**src/rtl/sram_bus_responder_pkg.sv**
```systemverilog
// Shared definitions for the SRAM bus responder: FSM state codes, default
// timing and the bus-ready naming used by the rest of the system bus.
package sram_bus_responder_pkg;

  typedef logic [2:0] state_t;

  localparam state_t ST_IDLE     = 3'd0;
  localparam state_t ST_RD_ACT   = 3'd1;
  localparam state_t ST_RD_CAP   = 3'd2;
  localparam state_t ST_WR_SETUP = 3'd3;
  localparam state_t ST_WR_PULSE = 3'd4;
  localparam state_t ST_WR_HOLD  = 3'd5;

  localparam int DEF_SRAM_AW      = 18;
  localparam int DEF_RD_WAIT_CYC  = 2;
  localparam int DEF_WR_PULSE_CYC = 2;

  localparam logic BUS_READY = 1'b1;
  localparam logic BUS_STALL = 1'b0;

  localparam logic SRAM_CTL_ON  = 1'b0;
  localparam logic SRAM_CTL_OFF = 1'b1;

  // Wide enough to hold the longest wait without wrapping.
  function automatic int wait_cnt_width(input int rd_cyc, input int wr_cyc);
    int max_cyc;
    max_cyc = (rd_cyc > wr_cyc) ? rd_cyc : wr_cyc;
    return $clog2(max_cyc + 1);
  endfunction

endpackage

```
**src/rtl/sram_bus_responder_wait_counter.sv**
```systemverilog
// Saturating down-counter that times SRAM access phases; o_done flags the
// last cycle of the loaded interval.
module sram_bus_responder_wait_counter #(
  parameter int CNT_W = 2
) (
  input  logic             i_clk,
  input  logic             i_reset_n,
  input  logic             i_load,
  input  logic [CNT_W-1:0] i_load_val,
  output logic             o_done
);

  localparam logic [CNT_W-1:0] CNT_ZERO = CNT_W'(0);
  localparam logic [CNT_W-1:0] CNT_ONE  = CNT_W'(1);

  logic [CNT_W-1:0] r_cnt;

  // Reload on phase entry, count down and stop at zero.
  always_ff @(posedge i_clk) begin
    if (!i_reset_n) begin
      r_cnt <= CNT_ZERO;
    end else if (i_load) begin
      r_cnt <= i_load_val;
    end else if (r_cnt != CNT_ZERO) begin
      r_cnt <= r_cnt - CNT_ONE;
    end
  end

  assign o_done = (r_cnt <= CNT_ONE);

endmodule

```
**src/rtl/sram_bus_responder.sv**
```systemverilog
// CPU-bus responder that services byte accesses from an external async 16-bit
// SRAM, stalling the CPU through bus_ready while an access is in flight.
module sram_bus_responder
  import sram_bus_responder_pkg::*;
#(
  parameter int                  SRAM_AW      = DEF_SRAM_AW,
  parameter logic [SRAM_AW-16:0] BANK         = {(SRAM_AW-15){1'b0}},
  parameter int                  RD_WAIT_CYC  = DEF_RD_WAIT_CYC,
  parameter int                  WR_PULSE_CYC = DEF_WR_PULSE_CYC
) (
  input  logic               sys_clk,
  input  logic               reset_n,
  input  logic [15:0]        bus_addr,
  input  logic [7:0]         bus_wr_data,
  input  logic               bus_rd_req,
  input  logic               bus_wr_en,
  input  logic               bus_cs,
  output logic [7:0]         bus_rd_data,
  output logic               bus_ready,
  output logic [SRAM_AW-1:0] sram_addr,
  output logic [15:0]        sram_dq_out,
  input  logic [15:0]        sram_dq_in,
  output logic               sram_dq_oe,
  output logic               sram_ce_n,
  output logic               sram_oe_n,
  output logic               sram_we_n,
  output logic               sram_ub_n,
  output logic               sram_lb_n
);

  localparam int               CNT_W    = wait_cnt_width(RD_WAIT_CYC, WR_PULSE_CYC);
  localparam logic [CNT_W-1:0] CNT_ZERO = CNT_W'(0);
  localparam logic [CNT_W-1:0] RD_LOAD  = CNT_W'(RD_WAIT_CYC);
  localparam logic [CNT_W-1:0] WR_LOAD  = CNT_W'(WR_PULSE_CYC);

  state_t             r_state;
  logic [7:0]         r_rd_data;
  logic               r_bus_ready;
  logic [SRAM_AW-1:0] r_sram_addr;
  logic [15:0]        r_dq_out;
  logic               r_dq_oe;
  logic               r_ce_n;
  logic               r_oe_n;
  logic               r_we_n;
  logic               r_ub_n;
  logic               r_lb_n;
  logic               r_lane_hi;

  logic               w_accept;
  logic               w_load;
  logic [CNT_W-1:0]   w_load_val;
  logic               w_done;

  assign w_accept = (r_state == ST_IDLE) && bus_cs && (bus_rd_req || bus_wr_en);

  // Counter reloads on entry to the timed phases: read active and write pulse.
  always_comb begin
    w_load     = 1'b0;
    w_load_val = CNT_ZERO;
    case (r_state)
      ST_IDLE: begin
        if (w_accept && !bus_wr_en) begin
          w_load     = 1'b1;
          w_load_val = RD_LOAD;
        end else begin
          w_load     = 1'b0;
          w_load_val = CNT_ZERO;
        end
      end
      ST_WR_SETUP: begin
        w_load     = 1'b1;
        w_load_val = WR_LOAD;
      end
      default: begin
        w_load     = 1'b0;
        w_load_val = CNT_ZERO;
      end
    endcase
  end

  sram_bus_responder_wait_counter #(
    .CNT_W (CNT_W)
  ) u_wait_counter (
    .i_clk      (sys_clk),
    .i_reset_n  (reset_n),
    .i_load     (w_load),
    .i_load_val (w_load_val),
    .o_done     (w_done)
  );

  // Access FSM; every SRAM pin and bus output comes straight from a flop.
  always_ff @(posedge sys_clk) begin
    if (!reset_n) begin
      r_state     <= ST_IDLE;
      r_rd_data   <= 8'h00;
      r_bus_ready <= BUS_READY;
      r_sram_addr <= {SRAM_AW{1'b0}};
      r_dq_out    <= 16'h0000;
      r_dq_oe     <= 1'b0;
      r_ce_n      <= SRAM_CTL_OFF;
      r_oe_n      <= SRAM_CTL_OFF;
      r_we_n      <= SRAM_CTL_OFF;
      r_ub_n      <= SRAM_CTL_OFF;
      r_lb_n      <= SRAM_CTL_OFF;
      r_lane_hi   <= 1'b0;
    end else begin
      case (r_state)
        ST_IDLE: begin
          if (w_accept) begin
            r_sram_addr <= {BANK, bus_addr[15:1]};
            r_lane_hi   <= bus_addr[0];
            r_ub_n      <= ~bus_addr[0];
            r_lb_n      <= bus_addr[0];
            r_ce_n      <= SRAM_CTL_ON;
            r_bus_ready <= BUS_STALL;
            // A simultaneous read strobe is dropped in favour of the write.
            if (bus_wr_en) begin
              r_state  <= ST_WR_SETUP;
              r_dq_out <= {bus_wr_data, bus_wr_data};
              r_dq_oe  <= 1'b1;
              r_oe_n   <= SRAM_CTL_OFF;
              r_we_n   <= SRAM_CTL_OFF;
            end else begin
              r_state  <= ST_RD_ACT;
              r_dq_oe  <= 1'b0;
              r_oe_n   <= SRAM_CTL_ON;
              r_we_n   <= SRAM_CTL_OFF;
            end
          end
        end
        ST_RD_ACT: begin
          if (w_done) begin
            r_state <= ST_RD_CAP;
          end
        end
        ST_RD_CAP: begin
          r_rd_data   <= r_lane_hi ? sram_dq_in[15:8] : sram_dq_in[7:0];
          r_bus_ready <= BUS_READY;
          r_ce_n      <= SRAM_CTL_OFF;
          r_oe_n      <= SRAM_CTL_OFF;
          r_ub_n      <= SRAM_CTL_OFF;
          r_lb_n      <= SRAM_CTL_OFF;
          r_state     <= ST_IDLE;
        end
        ST_WR_SETUP: begin
          r_we_n  <= SRAM_CTL_ON;
          r_state <= ST_WR_PULSE;
        end
        ST_WR_PULSE: begin
          if (w_done) begin
            r_we_n  <= SRAM_CTL_OFF;
            r_state <= ST_WR_HOLD;
          end
        end
        ST_WR_HOLD: begin
          r_bus_ready <= BUS_READY;
          r_dq_oe     <= 1'b0;
          r_ce_n      <= SRAM_CTL_OFF;
          r_ub_n      <= SRAM_CTL_OFF;
          r_lb_n      <= SRAM_CTL_OFF;
          r_state     <= ST_IDLE;
        end
        default: begin
          r_state     <= ST_IDLE;
          r_bus_ready <= BUS_READY;
          r_dq_oe     <= 1'b0;
          r_ce_n      <= SRAM_CTL_OFF;
          r_oe_n      <= SRAM_CTL_OFF;
          r_we_n      <= SRAM_CTL_OFF;
          r_ub_n      <= SRAM_CTL_OFF;
          r_lb_n      <= SRAM_CTL_OFF;
        end
      endcase
    end
  end

  assign bus_rd_data = r_rd_data;
  assign bus_ready   = r_bus_ready;
  assign sram_addr   = r_sram_addr;
  assign sram_dq_out = r_dq_out;
  assign sram_dq_oe  = r_dq_oe;
  assign sram_ce_n   = r_ce_n;
  assign sram_oe_n   = r_oe_n;
  assign sram_we_n   = r_we_n;
  assign sram_ub_n   = r_ub_n;
  assign sram_lb_n   = r_lb_n;

endmodule
```
**config.mk**
```make
export PLATFORM = sky130hd
export DESIGN_NAME = sram_bus_responder
export DESIGN_NICKNAME = d
export VERILOG_FILES = /design/src/rtl/sram_bus_responder_pkg.sv /design/src/rtl/sram_bus_responder_wait_counter.sv /design/src/rtl/sram_bus_responder.sv
export SDC_FILE = /design/constraint.sdc
export NUM_CORES = 1
export LEC_CHECK = 0
export BUFFER_PORTS_ARGS = -buffer_cell sky130_fd_sc_hd__buf_2
export CAP_MARGIN = 20
export CORE_ASPECT_RATIO = 0.5
export CORE_MARGIN = 5
export CORE_UTILIZATION = 30
export DETAILED_ROUTE_END_ITERATION = 12
export PLACE_DENSITY_LB_ADDON = 0.25
export SKIP_LAST_GASP = 1
export SYNTH_ARGS = -nofsm -noshare
export SYNTH_HDL_FRONTEND = slang
export SYNTH_SLANG_ARGS = --single-unit
```
**constraint.sdc**
```tcl
create_clock -name sys_clk -period 1.65 [get_ports sys_clk]
set_input_delay 0.33 -clock sys_clk [delete_from_list [all_inputs] [get_ports sys_clk]]
set_output_delay 0.33 -clock sys_clk [all_outputs]
set_load 0.01 [all_outputs]
```
==> Yosys cells after proc, flatten, opt, wreduce, memory -nomap -nowiden <==
Cells that the tools add are included.
W data, S select, Z words.
{ "totals": {"regBits": 51, "mem_bits_rw": 0, "inputBits": 45, "n_memories": 0, "elab_cells": 71, "mem_bits_ro": 0, "latch_bits": 0} }
{ "op_classes": {"n_lt_le_gt_ge": 1, "div": 0, "add_sub_neg": 1, "n_shift": 0, "n_mul": 0, "bitwise_logic": 5, "n_mux": 25, "reduce_logical": 19, "eq_ne": 8} }
{ "ops": {"columns": ["cell", "n"], "rows": [
  ["$pmux W1 S2", 6],
  ["$pmux W3 S4", 1],
  ["$mux W3", 3],
  ["$reduce_and A3 Y1", 3],
  ["$mux W1", 8],
  ["$mux W2", 4],
  ["$mux W8", 1],
  ["$reduce_and A2 Y1", 4],
  ["$reduce_or A4 Y1", 2],
  ["$eq A3 B2 Y1 const B", 2],
  ["$eq A3 B3 Y1 const B", 2],
  ["$reduce_or A3 Y1", 2],
  ["$not A1 Y1", 5],
  ["$ne A2 B1 Y1 const B", 2],
  ["$pmux W1 S4", 1],
  ["$pmux W2 S2", 1],
  ["$reduce_bool A2 Y1", 2],
  ["$eq A3 B1 Y1 const B", 1],
  ["$logic_and A1 B1 Y1", 3],
  ["$logic_not A3 Y1", 1],
  ["$le A2 B1 Y1 const B", 1],
  ["$ne A2 B2 Y1 const B", 1],
  ["$sub A2 B1 Y2 const B", 1],
  ["$logic_not A1 Y1", 1],
  ["$logic_or A1 B1 Y1", 1]
]} }

==> Depth between registers and ports, before layout <==
{ "logic_depth": {"word_depth": 7, "depth_mapped": 6, "mapped_depth_nobuf": 5} }

==> By module <==
Synthesis repeated with hierarchy kept, for this count alone.
{ "hier_totals": {"hier_cells": 222, "hier_area_um2": 1910.6} }
{ "by_module_without_submodules": {"columns": ["module", "n_inst", "seq_area_each_um2", "cells_each", "area_per_inst_um2"], "rows": [
  ["sram_bus_responder", 1, 820.8, 207, 1779.2],
  ["sram_bus_responder_wait_counter", 1, 40.0, 15, 131.4]
]} }

==> Least setup slack after synthesis <==
OpenSTA, ideal clock, no wires.
{ "synth_path": {"kind": "reg2reg", "start": "register r_state[0]", "end": "register r_dq_out[10] (netlist: sram_dq_out[10])", "period_less_slack_ps": 1309, "setup_time_ps": 118, "stages_incl_launch_ff": 6, "t_arrival_ps": 1191, "slack_ps": 341, "path_cell_list": "dfxtp_1 -> buf_6 -> or4b_1 -> buf_2 -> o21ai_1 -> a21boi_1"} }
{ "synth_between": {"elab_chain_len": 4} }
{ "synth_lines": {"columns": ["item", "line", "rtl"], "rows": [
  ["from (decl)", "sram_bus_responder.sv:36", "state_t r_state;"],
  ["from (signal assigned)", "sram_bus_responder.sv:94", "r_state <= ST_IDLE;"],
  ["from (signal assigned)", "sram_bus_responder.sv:118", "r_state <= ST_WR_SETUP;"],
  ["from (signal assigned)", "sram_bus_responder.sv:124", "r_state <= ST_RD_ACT;"],
  ["$logic_not A3 Y1 (*)", "sram_bus_responder.sv:54, sram_bus_responder.sv:107", null],
  ["$logic_and A1 B1 Y1 (2 in a row)", "sram_bus_responder.sv:54", "assign w_accept = (r_state == ST_IDLE) && bus_cs && (bus_rd_req || bus_wr_en);"],
  ["$reduce_and A3 Y1 (no source line) (*)", null, null],
  ["to (signal assigned)", "sram_bus_responder.sv:119", "r_dq_out <= {bus_wr_data, bus_wr_data};"],
  ["to (decl)", "sram_bus_responder.sv:40", "logic [15:0] r_dq_out;"]
]} }
Mark *: on every way between the ends. The rest lies on a longest branch, timed or not.
A chain may end at the register's enable or synchronous reset.

==> Worst setup path in the final report <==
{ "layout_path": {"start": "register r_state[0]", "end": "register r_sram_addr[3] (netlist: sram_addr[3])"} }
{ "layout_between": {"elab_chain_len": 4} }
{ "layout_lines": {"columns": ["item", "line", "rtl"], "rows": [
  ["$logic_not A3 Y1 (*)", "sram_bus_responder.sv:54, sram_bus_responder.sv:107", null],
  ["$logic_and A1 B1 Y1 (2 in a row)", "sram_bus_responder.sv:54", null],
  ["$reduce_and A2 Y1 (no source line) (*)", null, null],
  ["to (signal assigned)", "sram_bus_responder.sv:97", "r_sram_addr <= {SRAM_AW{1'b0}};"],
  ["to (signal assigned)", "sram_bus_responder.sv:110", "r_sram_addr <= {BANK, bus_addr[15:1]};"],
  ["to (decl)", "sram_bus_responder.sv:39", "logic [SRAM_AW-1:0] r_sram_addr;"]
]} }
Marks and branches as above.

==> flow_metrics.py <==
metrics = {
    "outcome": {
        "status": "completed",
    },
    "critical_path": {
        "timing.reg2reg.setup_slack_ns": 0.21,
        "worstPathArrival_ns": 1.61,
        "endpoint_kind": "register",
        "startpoint_type": "register",
        "regToRegStartpoint": "r_state[0]",
        "crit_start": "r_state[0]",
        "cp_max_fo": 12,
        "criticalPathCategory": "reg -> reg",
        "ff2ff_path_depth": 4,
        "r2r-end": "sram_addr[3]",
        "worstPathRequired_ns": 1.81,
    },
    "power_and_ir_drop": {
        "ir_worst_vdd_uv": 487,
        "p_leak_nw": 1.32,
        "p_total_mw": 3.37,
        "powerDensity_nw_per_um2": 1230,
    },
    "global_routing": {
        "grt_max_degree": 28,
        "grt_use_met1_pct": 16.2,
        "grt_pass1_wl_um": 9540,
        "first_global_vias": 1970,
        "grt_use_met3_pct": 4.32,
        "busiest_layer": "met2",
        "grt.met2_usage_pct": 21.5,
        "overflow": 0,
        "antenna_found_initial": 0,
        "grt_use_total_pct": 12.9,
    },
    "floorplan": {
        "die_area_um2": 8860,
        "initial_utilization_pct": 31.2,
        "fp.dieH_um": 69.1,
        "ioPinCount": 94,
        "die_x_um": 128,
        "core-area_um2": 6730,
        "rows": 21,
    },
    "synthesis": {
        "netlist_area_um2": 2100,
        "synth_ff_type": "dfxtp_1",
        "syn_inst": 231,
        "synthArstFlopShare_pct": 0,
        "avgSynthCellArea_um2": 9.08,
        "synth_top_cells_by_area": "dfxtp_1, a21boi_1, nand3_1",
        "synth.top_cell.area_share_pct": 41.1,
        "yosys_warnings": 0,
        "ys_seq_elements": 43,
        "seq_area_frac_synth_pct": 41.1,
        "synth.distinct_cells": 36,
        "synth_edf_count": 0,
        "yosysTopAreaCell": "dfxtp_1",
    },
    "cts": {
        "cts_resized": 0,
        "clk_pin_slew_ns": 0.06,
        "clk_latency_ns": 0.28,
        "cts_tree": "yes",
        "clkSinkCount": 43,
        "post_cts_buffers": 0,
        "ctsHoldBuffers": 0,
        "cts_root_buffer": "clkbuf_16",
        "clockBufferDepth": 2,
        "cts_buffers": 5,
        "h-tree-depth": 2,
    },
    "place": {
        "dp_hpwl_um": 4330,
        "dp.cells": 395,
        "place.gp.congestion": 0.789,
        "port_buffers": 90,
    },
    "sta": {
        "max-slew-margin-rel_pct": 66.5,
        "maxSlewViolCount": 0,
        "finalCriticalPeriod_ns": 1.44,
        "setup_viol": 0,
        "rsz0062_at_grt": "no",
        "skew_ns": 0.00366,
        "worst_pin_slew_ns": 0.501,
        "whs_ns": 0.296,
        "clock.fmax_mhz": 693,
        "hold_viol": 0,
        "tns_ns": 0,
        "fin_crit_sh_pct": 87.5,
    },
    "flow_run": {
        "cap_violations": 0,
    },
    "finish": {
        "fin_cells": 403,
        "n_antenna_cell": 0,
        "layout.nets": 357,
        "final_core_util_pct": 40.6,
        "syn_to_final_growth_pct": 30.3,
        "drive_gt1_share_pct": 36.0,
    },
    "hold_path": {
        "hp-class": "in -> reg",
        "min_to": "sram_addr[9]",
        "min_from": "bus_addr[10]",
        "min_path_cells": 3,
    },
    "drt": {
        "dr.pass1.iters": 4,
        "drt_iter0_drc": 61,
        "ant_nets": 0,
        "drt-total-wl_um": 5640,
        "vias": 1925,
        "drc": 0,
        "wire_per_inst_um": 14.0,
        "routed_via_density": 4.78,
    },
}
layer usage:
metal,vias up,share of wire [%],wire length [µm]
li1,969,-,-
met1,892,44,2460
met2,62,47,2650
met3,2,8.9,501
met4,0,0.57,32
met5,-,0,0
power by group:
part / total (mW) / switching (mW) / internal [mW]
combinational: 0.864 / 0.489 / 0.375
sequential: 1.24 / 0.0818 / 1.16
clock: 1.26 / 0.393 / 0.866
flip-flops by register name (all words and copies together), names as in the netlist:
| name | cells |
|---|---|
| bus_rd_data | 8 |
| r_lane_hi | 1 |
| r_state | 3 |
| sram_addr | 15 |
| sram_ce_n | 1 |
| sram_dq_oe | 1 |
| sram_dq_out | 8 |
| sram_lb_n | 1 |
| sram_oe_n | 1 |
| sram_ub_n | 1 |
| sram_we_n | 1 |
| u_wait_counter.r_cnt | 2 |
cells by family after synthesis:
group                      Yosys count  share of synthesized area (%)
other                                1                          0.179
and+or+nand+nor                     57                           15.5
DFF                                 43                           41.1
xor gates and xnor gates             1                          0.418
buffers and inverters               37                           11.3
muxes                                9                           4.30
AOI/OAI and AO/OA                   81                           26.1
adders and majority gates            2                           1.19
critical path: stages (launching register included):
cell and delay, ns:
dfxtp_1 0.36, or3_1 0.49, buf_4 0.25, o21ai_1 0.14, a21boi_1 0.08
Yosys cell counts, types with 2 or more instances:
library cell / count
nand3_1: 27
o21a_1: 2
buf_2: 6
buf_6: 6
o21ai_0: 2
ha_1: 2
buf_4: 12
nand2b_1: 4
dfxtp_1: 43
mux2i_1: 9
clkbuf_1: 7
a21oi_1: 7
inv_1: 6
o21ai_1: 27
o211a_1: 9
a21boi_1: 25
nand2_1: 14
nor2_1: 4
o211ai_1: 2
stage by stage:
stage                     setup WS (ns)  instance area [µm²]
final                             0.207                 2730
after global routing             0.0990                 2730
after CTS                         0.201                 2730
after detailed placement          0.124                 2540
after global placement            0.233                 2540
after floorplan                   0.341                 2100
worst max path at each step:
| stage | endpoint | slack, ns | cells past startpoint |
|---|---|---|---|
| floorplan | sram_dq_out[10] | 0.34 | 5 |
| global placement | sram_dq_out[14] | 0.23 | 4 |
| detailed placement | sram_dq_out[10] | 0.12 | 4 |
| CTS | sram_dq_out[10] | 0.20 | 3 |
| global route | sram_addr[3] | 0.1 | 4 |
| finish | sram_addr[3] | 0.21 | 4 |
cells in the final DEF (no fill, tap or decap), types with 2 or more instances in the layout:
master	instances
buf_2	90
dfxtp_1	43
o21ai_1	27
nand3_1	27
a21boi_1	25
nand2_1	14
buf_4	11
mux2i_1	9
o211a_1	9
a21oi_1	7
inv_1	6
clkbuf_16	5
nand2b_1	4
nor2_1	4
conb_1	3
o21ai_0	2
o21a_1	2
o211ai_1	2
ha_1	2
bufinv_16	2
cell type report:
class,count,area (µm²)
Inverter,6,22.5
Multi-Input combinational cell,153,1010
Fill cell,724,4000
Clock inverter,3,67.6
Tap cell,92,115
Clock buffer,5,125
Timing Repair Buffer,101,533
Sequential cell,43,861
Power figures use the tool's default switching activity.
